===== config.mk =====
export PLATFORM = sky130hd
export DESIGN_NAME = ama_riscv_pipe_ctrl_flat
export DESIGN_NICKNAME = d
export VERILOG_FILES = /design/src/rtl/ama_riscv_pipe_ctrl_if.sv /design/src/rtl/ama_riscv_pipe_ctrl.sv /design/src/flat_wrapper.sv
export SDC_FILE = /design/constraint.sdc
export NUM_CORES = 1
export LEC_CHECK = 0
export BUFFER_PORTS_ARGS = -buffer_cell sky130_fd_sc_hd__buf_2
export CELL_PAD_IN_SITES_DETAIL_PLACEMENT = 1
export CELL_PAD_IN_SITES_GLOBAL_PLACEMENT = 1
export CORE_MARGIN = 1
export CORE_UTILIZATION = 23
export CTS_CLUSTER_DIAMETER = 40
export DETAILED_ROUTE_END_ITERATION = 6
export PLACE_DENSITY_LB_ADDON = 0.1
export SLEW_MARGIN = 40
export SYNTH_ARGS = -nofsm -noshare
export SYNTH_HDL_FRONTEND = slang
export SYNTH_SLANG_ARGS = --single-unit
export TNS_END_PERCENT = 5

===== constraint.sdc =====
create_clock -name clk -period 2.2 [get_ports clk]
set_clock_uncertainty 0.05 [all_clocks]
set_input_delay 0.44 -clock clk [delete_from_list [all_inputs] [get_ports clk]]
set_output_delay 0.44 -clock clk [all_outputs]
set_load 0.01 [all_outputs]

===== src/rtl/ama_riscv_pipe_ctrl_if.sv =====
// Control/status bundle between the RISC-V pipeline datapath and its hazard controller.
interface ama_riscv_pipe_ctrl_if;
    logic        imem_rsp_valid;
    logic        ex_load;
    logic [4:0]  ex_rd_addr;
    logic [4:0]  dec_rs1_addr;
    logic [4:0]  dec_rs2_addr;
    logic        dec_rs1_used;
    logic        dec_rs2_used;
    logic        ex_flush_req;
    logic        pc_we;
    logic        if_dec_we;
    logic        dec_bubble;
    logic        if_dec_flush;
    logic [1:0]  state;
    logic [31:0] stall_cnt;
    logic [31:0] flush_cnt;

    modport slave (
        input  imem_rsp_valid, ex_load, ex_rd_addr, dec_rs1_addr, dec_rs2_addr,
               dec_rs1_used, dec_rs2_used, ex_flush_req,
        output pc_we, if_dec_we, dec_bubble, if_dec_flush, state, stall_cnt, flush_cnt
    );

    modport master (
        output imem_rsp_valid, ex_load, ex_rd_addr, dec_rs1_addr, dec_rs2_addr,
               dec_rs1_used, dec_rs2_used, ex_flush_req,
        input  pc_we, if_dec_we, dec_bubble, if_dec_flush, state, stall_cnt, flush_cnt
    );
endinterface


===== src/rtl/ama_riscv_pipe_ctrl.sv =====
// Pipeline hazard controller: reset hold, load-use stall, imem stall and branch flush.
// Optional performance counters enabled by defining PIPE_CTRL_PERF_EN.
module ama_riscv_pipe_ctrl #(
    parameter int unsigned RST_HOLD = 2
) (
    input  logic                  clk,
    input  logic                  rst,
    ama_riscv_pipe_ctrl_if.slave  pif
);

    typedef enum logic [1:0] {
        ST_RST        = 2'd0,
        ST_STEADY     = 2'd1,
        ST_STALL_FLOW = 2'd2,
        ST_STALL_IMEM = 2'd3
    } state_t;

    localparam logic [3:0] HOLD_LAST = 4'(RST_HOLD - 1);

    state_t     state_q, state_d;
    logic [3:0] hold_cnt_q, hold_cnt_d;
    logic       load_use;
    logic       pc_we, if_dec_we, dec_bubble, if_dec_flush;

    assign load_use = pif.ex_load && (pif.ex_rd_addr != 5'd0) &&
                      ((pif.dec_rs1_used && (pif.dec_rs1_addr == pif.ex_rd_addr)) ||
                       (pif.dec_rs2_used && (pif.dec_rs2_addr == pif.ex_rd_addr)));

    always_comb begin
        state_d      = state_q;
        hold_cnt_d   = hold_cnt_q;
        pc_we        = 1'b0;
        if_dec_we    = 1'b0;
        dec_bubble   = 1'b1;
        if_dec_flush = 1'b0;
        case (state_q)
            ST_RST: begin
                hold_cnt_d = hold_cnt_q + 4'd1;
                if (hold_cnt_q == HOLD_LAST) begin
                    hold_cnt_d = 4'd0;
                    state_d    = pif.imem_rsp_valid ? ST_STEADY : ST_STALL_IMEM;
                end
            end
            default: begin
                if (pif.ex_flush_req) begin
                    pc_we        = 1'b1;
                    if_dec_flush = 1'b1;
                    state_d      = pif.imem_rsp_valid ? ST_STEADY : ST_STALL_IMEM;
                end else if ((state_q == ST_STEADY) && load_use) begin
                    // Load-use is only acted on from STEADY; the stalled pair is forwarded next cycle
                    state_d = ST_STALL_FLOW;
                end else if (!pif.imem_rsp_valid) begin
                    state_d = ST_STALL_IMEM;
                end else begin
                    pc_we      = 1'b1;
                    if_dec_we  = 1'b1;
                    dec_bubble = 1'b0;
                    state_d    = ST_STEADY;
                end
            end
        endcase
    end

    always_ff @(posedge clk or negedge rst) begin
        if (!rst) begin
            state_q    <= ST_RST;
            hold_cnt_q <= 4'd0;
        end else begin
            state_q    <= state_d;
            hold_cnt_q <= hold_cnt_d;
        end
    end

    assign pif.pc_we        = pc_we;
    assign pif.if_dec_we    = if_dec_we;
    assign pif.dec_bubble   = dec_bubble;
    assign pif.if_dec_flush = if_dec_flush;
    assign pif.state        = state_q;

`ifdef PIPE_CTRL_PERF_EN
    logic [31:0] stall_cnt_q, stall_cnt_d;
    logic [31:0] flush_cnt_q, flush_cnt_d;

    always_comb begin
        stall_cnt_d = stall_cnt_q;
        flush_cnt_d = flush_cnt_q;
        if (dec_bubble && (state_q != ST_RST) && (stall_cnt_q != 32'hFFFF_FFFF))
            stall_cnt_d = stall_cnt_q + 32'd1;
        if (if_dec_flush && (flush_cnt_q != 32'hFFFF_FFFF))
            flush_cnt_d = flush_cnt_q + 32'd1;
    end

    always_ff @(posedge clk or negedge rst) begin
        if (!rst) begin
            stall_cnt_q <= 32'd0;
            flush_cnt_q <= 32'd0;
        end else begin
            stall_cnt_q <= stall_cnt_d;
            flush_cnt_q <= flush_cnt_d;
        end
    end

    assign pif.stall_cnt = stall_cnt_q;
    assign pif.flush_cnt = flush_cnt_q;
`else
    assign pif.stall_cnt = 32'd0;
    assign pif.flush_cnt = 32'd0;
`endif

endmodule


===== src/flat_wrapper.sv =====
// flat-port wrapper written by rule: the top's interface ports become plain ports
module ama_riscv_pipe_ctrl_flat 
#(
    parameter int unsigned RST_HOLD = 2
)
  (clk, rst, pif_imem_rsp_valid, pif_ex_load, pif_ex_rd_addr, pif_dec_rs1_addr, pif_dec_rs2_addr, pif_dec_rs1_used, pif_dec_rs2_used, pif_ex_flush_req, pif_pc_we, pif_if_dec_we, pif_dec_bubble, pif_if_dec_flush, pif_state, pif_stall_cnt, pif_flush_cnt);
  ama_riscv_pipe_ctrl_if pif_i ();
  input  logic clk;
  input  logic rst;
  input wire logic [$bits(pif_i.imem_rsp_valid)-1:0] pif_imem_rsp_valid;
  input wire logic [$bits(pif_i.ex_load)-1:0] pif_ex_load;
  input wire logic [$bits(pif_i.ex_rd_addr)-1:0] pif_ex_rd_addr;
  input wire logic [$bits(pif_i.dec_rs1_addr)-1:0] pif_dec_rs1_addr;
  input wire logic [$bits(pif_i.dec_rs2_addr)-1:0] pif_dec_rs2_addr;
  input wire logic [$bits(pif_i.dec_rs1_used)-1:0] pif_dec_rs1_used;
  input wire logic [$bits(pif_i.dec_rs2_used)-1:0] pif_dec_rs2_used;
  input wire logic [$bits(pif_i.ex_flush_req)-1:0] pif_ex_flush_req;
  output wire logic [$bits(pif_i.pc_we)-1:0] pif_pc_we;
  output wire logic [$bits(pif_i.if_dec_we)-1:0] pif_if_dec_we;
  output wire logic [$bits(pif_i.dec_bubble)-1:0] pif_dec_bubble;
  output wire logic [$bits(pif_i.if_dec_flush)-1:0] pif_if_dec_flush;
  output wire logic [$bits(pif_i.state)-1:0] pif_state;
  output wire logic [$bits(pif_i.stall_cnt)-1:0] pif_stall_cnt;
  output wire logic [$bits(pif_i.flush_cnt)-1:0] pif_flush_cnt;
  assign pif_i.imem_rsp_valid = pif_imem_rsp_valid;
  assign pif_i.ex_load = pif_ex_load;
  assign pif_i.ex_rd_addr = pif_ex_rd_addr;
  assign pif_i.dec_rs1_addr = pif_dec_rs1_addr;
  assign pif_i.dec_rs2_addr = pif_dec_rs2_addr;
  assign pif_i.dec_rs1_used = pif_dec_rs1_used;
  assign pif_i.dec_rs2_used = pif_dec_rs2_used;
  assign pif_i.ex_flush_req = pif_ex_flush_req;
  assign pif_pc_we = pif_i.pc_we;
  assign pif_if_dec_we = pif_i.if_dec_we;
  assign pif_dec_bubble = pif_i.dec_bubble;
  assign pif_if_dec_flush = pif_i.if_dec_flush;
  assign pif_state = pif_i.state;
  assign pif_stall_cnt = pif_i.stall_cnt;
  assign pif_flush_cnt = pif_i.flush_cnt;
  ama_riscv_pipe_ctrl #(.RST_HOLD(RST_HOLD)) u_core (.clk(clk), .rst(rst), .pif(pif_i));
endmodule

==> flow_summary_export.csv <==
group,metric,value,unit
power,p_leak,0.553,nW
yosys,yosys-top-cells-area,"buf_4 52%, dfrtp_1 16%, xnor2_1 11%, nand4_1 2.0%, a2111oi_2 1.6%",
drt,wl,1680,µm
min_path,min_from,"pif_imem_rsp_valid",
sta,drv_slew,0,
global_route,met1_usage,8.54,%
sta,holdWs,380,ps
min_path,hold_end,"u_core.pif.state[1]",
clock_network,cts_root_buf,"clkbuf_8",
die,initial_core_util,24.5,%
sta,setup_slack,-130,ps
die,die_y,65.1,µm
finish,drive_gt1_share,30.0,%
place,dp_hpwl,1440,µm
finish,nNetsFinal,174,
place,dp_slack,-198,ps
min_path,hold_class,"in -> reg",
setup_path,critPathBufInv,3,
global_route,grt.overflow.total,0,
yosys,netlist_instances,111,
setup_path,slowest_delay,530,ps
sta,period_needed,2330,ps
global_route,antenna_found_initial,0,
sta,fmax,0.429,GHz
drt,wl_per_cell,8.46,µm
setup_path,rrSetupSlack,800,ps
setup_path,worstReg2RegEnd,"u_core.hold_cnt_q[3]",
die,rows,22,
drt,drtIter0Drc,13,
global_route,grt_busiest_layer,"met2",
sta,setup-violations-final,3,
setup_path,path_max_fanout,2,
yosys,synth_seq_cells,6,
global_route,met2_usage,12.5,%
yosys,yosysUniqueCellTypes,22,
setup_path,critPathArrivalTime,1840,ps
yosys,synth_seq_area_share,16.4,%
setup_path,worstSetupPathType,"in -> out",
power,p_comb_share,32.6,%
die,die-area,4240,µm²
status,violations,"setup timing",
yosys,synth_area,917,µm²
status,status,"complete, but fails checks",
yosys,synth_area_per_cell,8.26,µm²
sta,finalHoldViolations,0,
setup_path,worstPathCellList,"buf_6, or4_4, o2111ai_4, inv_2, a2111o_1, buf_2",
setup_path,path_delay_family,"compound AO/OA/AOI/OAI gates",
global_route,grt_pass1_wl,2440,µm
clock_network,numCtsBuffers,3,
clock_network,clock_path_buffers,2,
drt,viasPerCell,3.31,
drt,drtPass1Iterations,4,
power,vdd_drop_max,0.000275,V
die,io_pins,92,
yosys,yosysTopAreaCellShare,52.4,%
finish,antenna_cells,0,
drt,vias,655,
finish,multi_input_area,529,µm²
power,pwr-share-clk,38.1,%
place,io_buffer_count,27,
min_path,worstHoldPathCells,2,
global_route,grt_max_degree,8,
drt,drcViolationCount,0,
sta,max-slew-margin-rel,66.1,%
clock_network,htreeDepth,1,
setup_path,rr_startpoint,"u_core.pif.state[0]",
power,seqPwrFrac,29.3,%
clock_network,cts_tree,"yes",
die,core-area,3740,µm²
power,internal-power,0.288,mW
run,maxCapViolCount,0,
global_route,grt_pass1_vias,565,
yosys,yosys.area.top_type,"buf_4",
global_route,grtUsageMet3,1.39,%
finish,area_growth,11.5,%
sta,tns,-280,ps
yosys,yosys_warnings,0,
clock_network,path_clk_slew,40,ps
place,gp_congestion,0.665,
die,die-width,65.1,µm
power,sw_frac_of_total,33.6,%
clock_network,clock_sinks,6,
drt,final_antenna_net_count,0,
clock_network,insertion_delay,220,ps
setup_path,critPathCaptureType,"output port",
setup_path,cp-start-kind,"input pin",
finish,regArea,150,µm²
setup_path,required,1710,ps
global_route,grt_usage,7.21,%
power,p_switching,0.146,mW
power,power_density,424,nW/µm²
sta,fin_crit_sh,106,%
sta,rsz0062_at_grt,"true",
finish,fillers,502,
setup_path,worst_r2r_path_depth,3,
sta,worst_pin_slew,507,ps
setup_path,cpMaxStageDelayCell,"or4_4",
-- state kept, by name, summed over array words and instances (netlist names) --
name,count
u_core.pif.state,2
u_core.hold_cnt_q,4
-- final cells by class --
class	instances	area share [%]
multi-input cells	100	51.8
repair buffers	37	22.2
flip-flops and latches	6	14.7
well taps	48	5.88
clock buffers	3	4.04
inverters	4	1.47
-- layout by cell type, fill, tap and decap left out --
cell           Yosys  final
conb_1             1     64
buf_2              0     26
xnor2_1           12     12
buf_4             64      7
dfrtp_1            6      6
nand4_1            3      3
nand2_1            3      3
inv_1              3      3
clkbuf_8           0      3
buf_6              0      3
nor2_1             3      2
o22ai_1            2      2
nor2b_1            1      1
or4_4              0      1
o2111ai_4          0      1
inv_2              1      1
a2111o_1           1      1
a2111oi_2          1      1
nor2_2             0      1
a21oi_2            0      1
a311oi_1           1      1
o2bb2ai_1          1      1
a21oi_1            2      1
nand3_1            1      1
nor3_1             1      1
a21o_1             1      1
xor2_1             1      1
dlygate4sd3_1      0      1
-- power by group through the flow --
stage	Clock, mW	Sequential (mW)	Combinational (mW)
2_1_floorplan	0	0.127	0.167
3_3_place_gp	0	0.129	0.129
3_5_place_dp	0	0.129	0.129
4_1_cts	0.170	0.128	0.140
5_1_grt	0.176	0.129	0.158
6_report	0.165	0.127	0.141
-- cell usage after synthesis --
cell,n
a2111o_1,1
a2111oi_2,1
a21o_1,1
a21oi_1,2
a311oi_1,1
buf_4,64
conb_1,1
dfrtp_1,6
inv_1,3
inv_2,1
nand2_1,3
nand3_1,1
nand4_1,3
nor2_1,3
nor2b_1,1
nor3_1,1
o2111ai_2,1
o22ai_1,2
o2bb2ai_1,1
or4_1,1
xnor2_1,12
xor2_1,1
-- worst reg2reg max path: cells and delay by family (launching register included) --
kind,cells,cell delay [ps]
and+or+nand+nor,2,640
DFF,1,440
xor gates and xnor gates,1,150
-- worst max-delay path by stage --
| stage | cells past startpoint | from | slack (ps) | to |
|---|---|---|---|---|
| finish | 6 | pif_ex_rd_addr[4] | -130 | pif_dec_bubble |
| global route | 6 | pif_ex_rd_addr[4] | -200 | pif_dec_bubble |
| CTS | 6 | pif_ex_rd_addr[4] | -160 | pif_dec_bubble |
| detailed placement | 6 | pif_ex_rd_addr[1] | -200 | pif_dec_bubble |
| global placement | 6 | pif_ex_rd_addr[1] | -190 | pif_dec_bubble |
| floorplan | 4 | pif_ex_rd_addr[1] | 30 | pif_if_dec_we |
-- kinds of logic after synthesis --
logic type / count (synthesis) / share of synthesized area, %
DFF: 6 / 16.4
and+or+nand+nor: 13 / 7.09
other: 1 / 0.409
buffers and inverters: 68 / 54.0
AOI/OAI and AO/OA: 10 / 9.69
xor gates and xnor gates: 13 / 12.4
-- metrics by stage --
stage / total power [mW] / util (%) / instances / cell area [µm²]
floorplan: 0.293 / - / 174 / 1150
global placement: 0.258 / 24.6 / 192 / 921
detailed placement: 0.258 / 24.6 / 192 / 921
CTS: 0.438 / 27.2 / 198 / 1020
global route: 0.463 / 27.3 / 198 / 1020
finish: 0.434 / 27.3 / 198 / 1020
-- routing by layer --
metal	routed length, µm	vias up
met4	0	0
met5	0	-
met3	216	0
li1	-	314
met1	644	291
met2	815	50
-- repair_timing --
item,CTS,global route
buffers inserted,2,0
endpoints found under the setup margin,3,3
pin swaps,5,1
hold buffers,1,0
hold endpoints to repair,6,0
gates resized for setup,6,1
No activity file was read; power rests on OpenSTA's default activity.
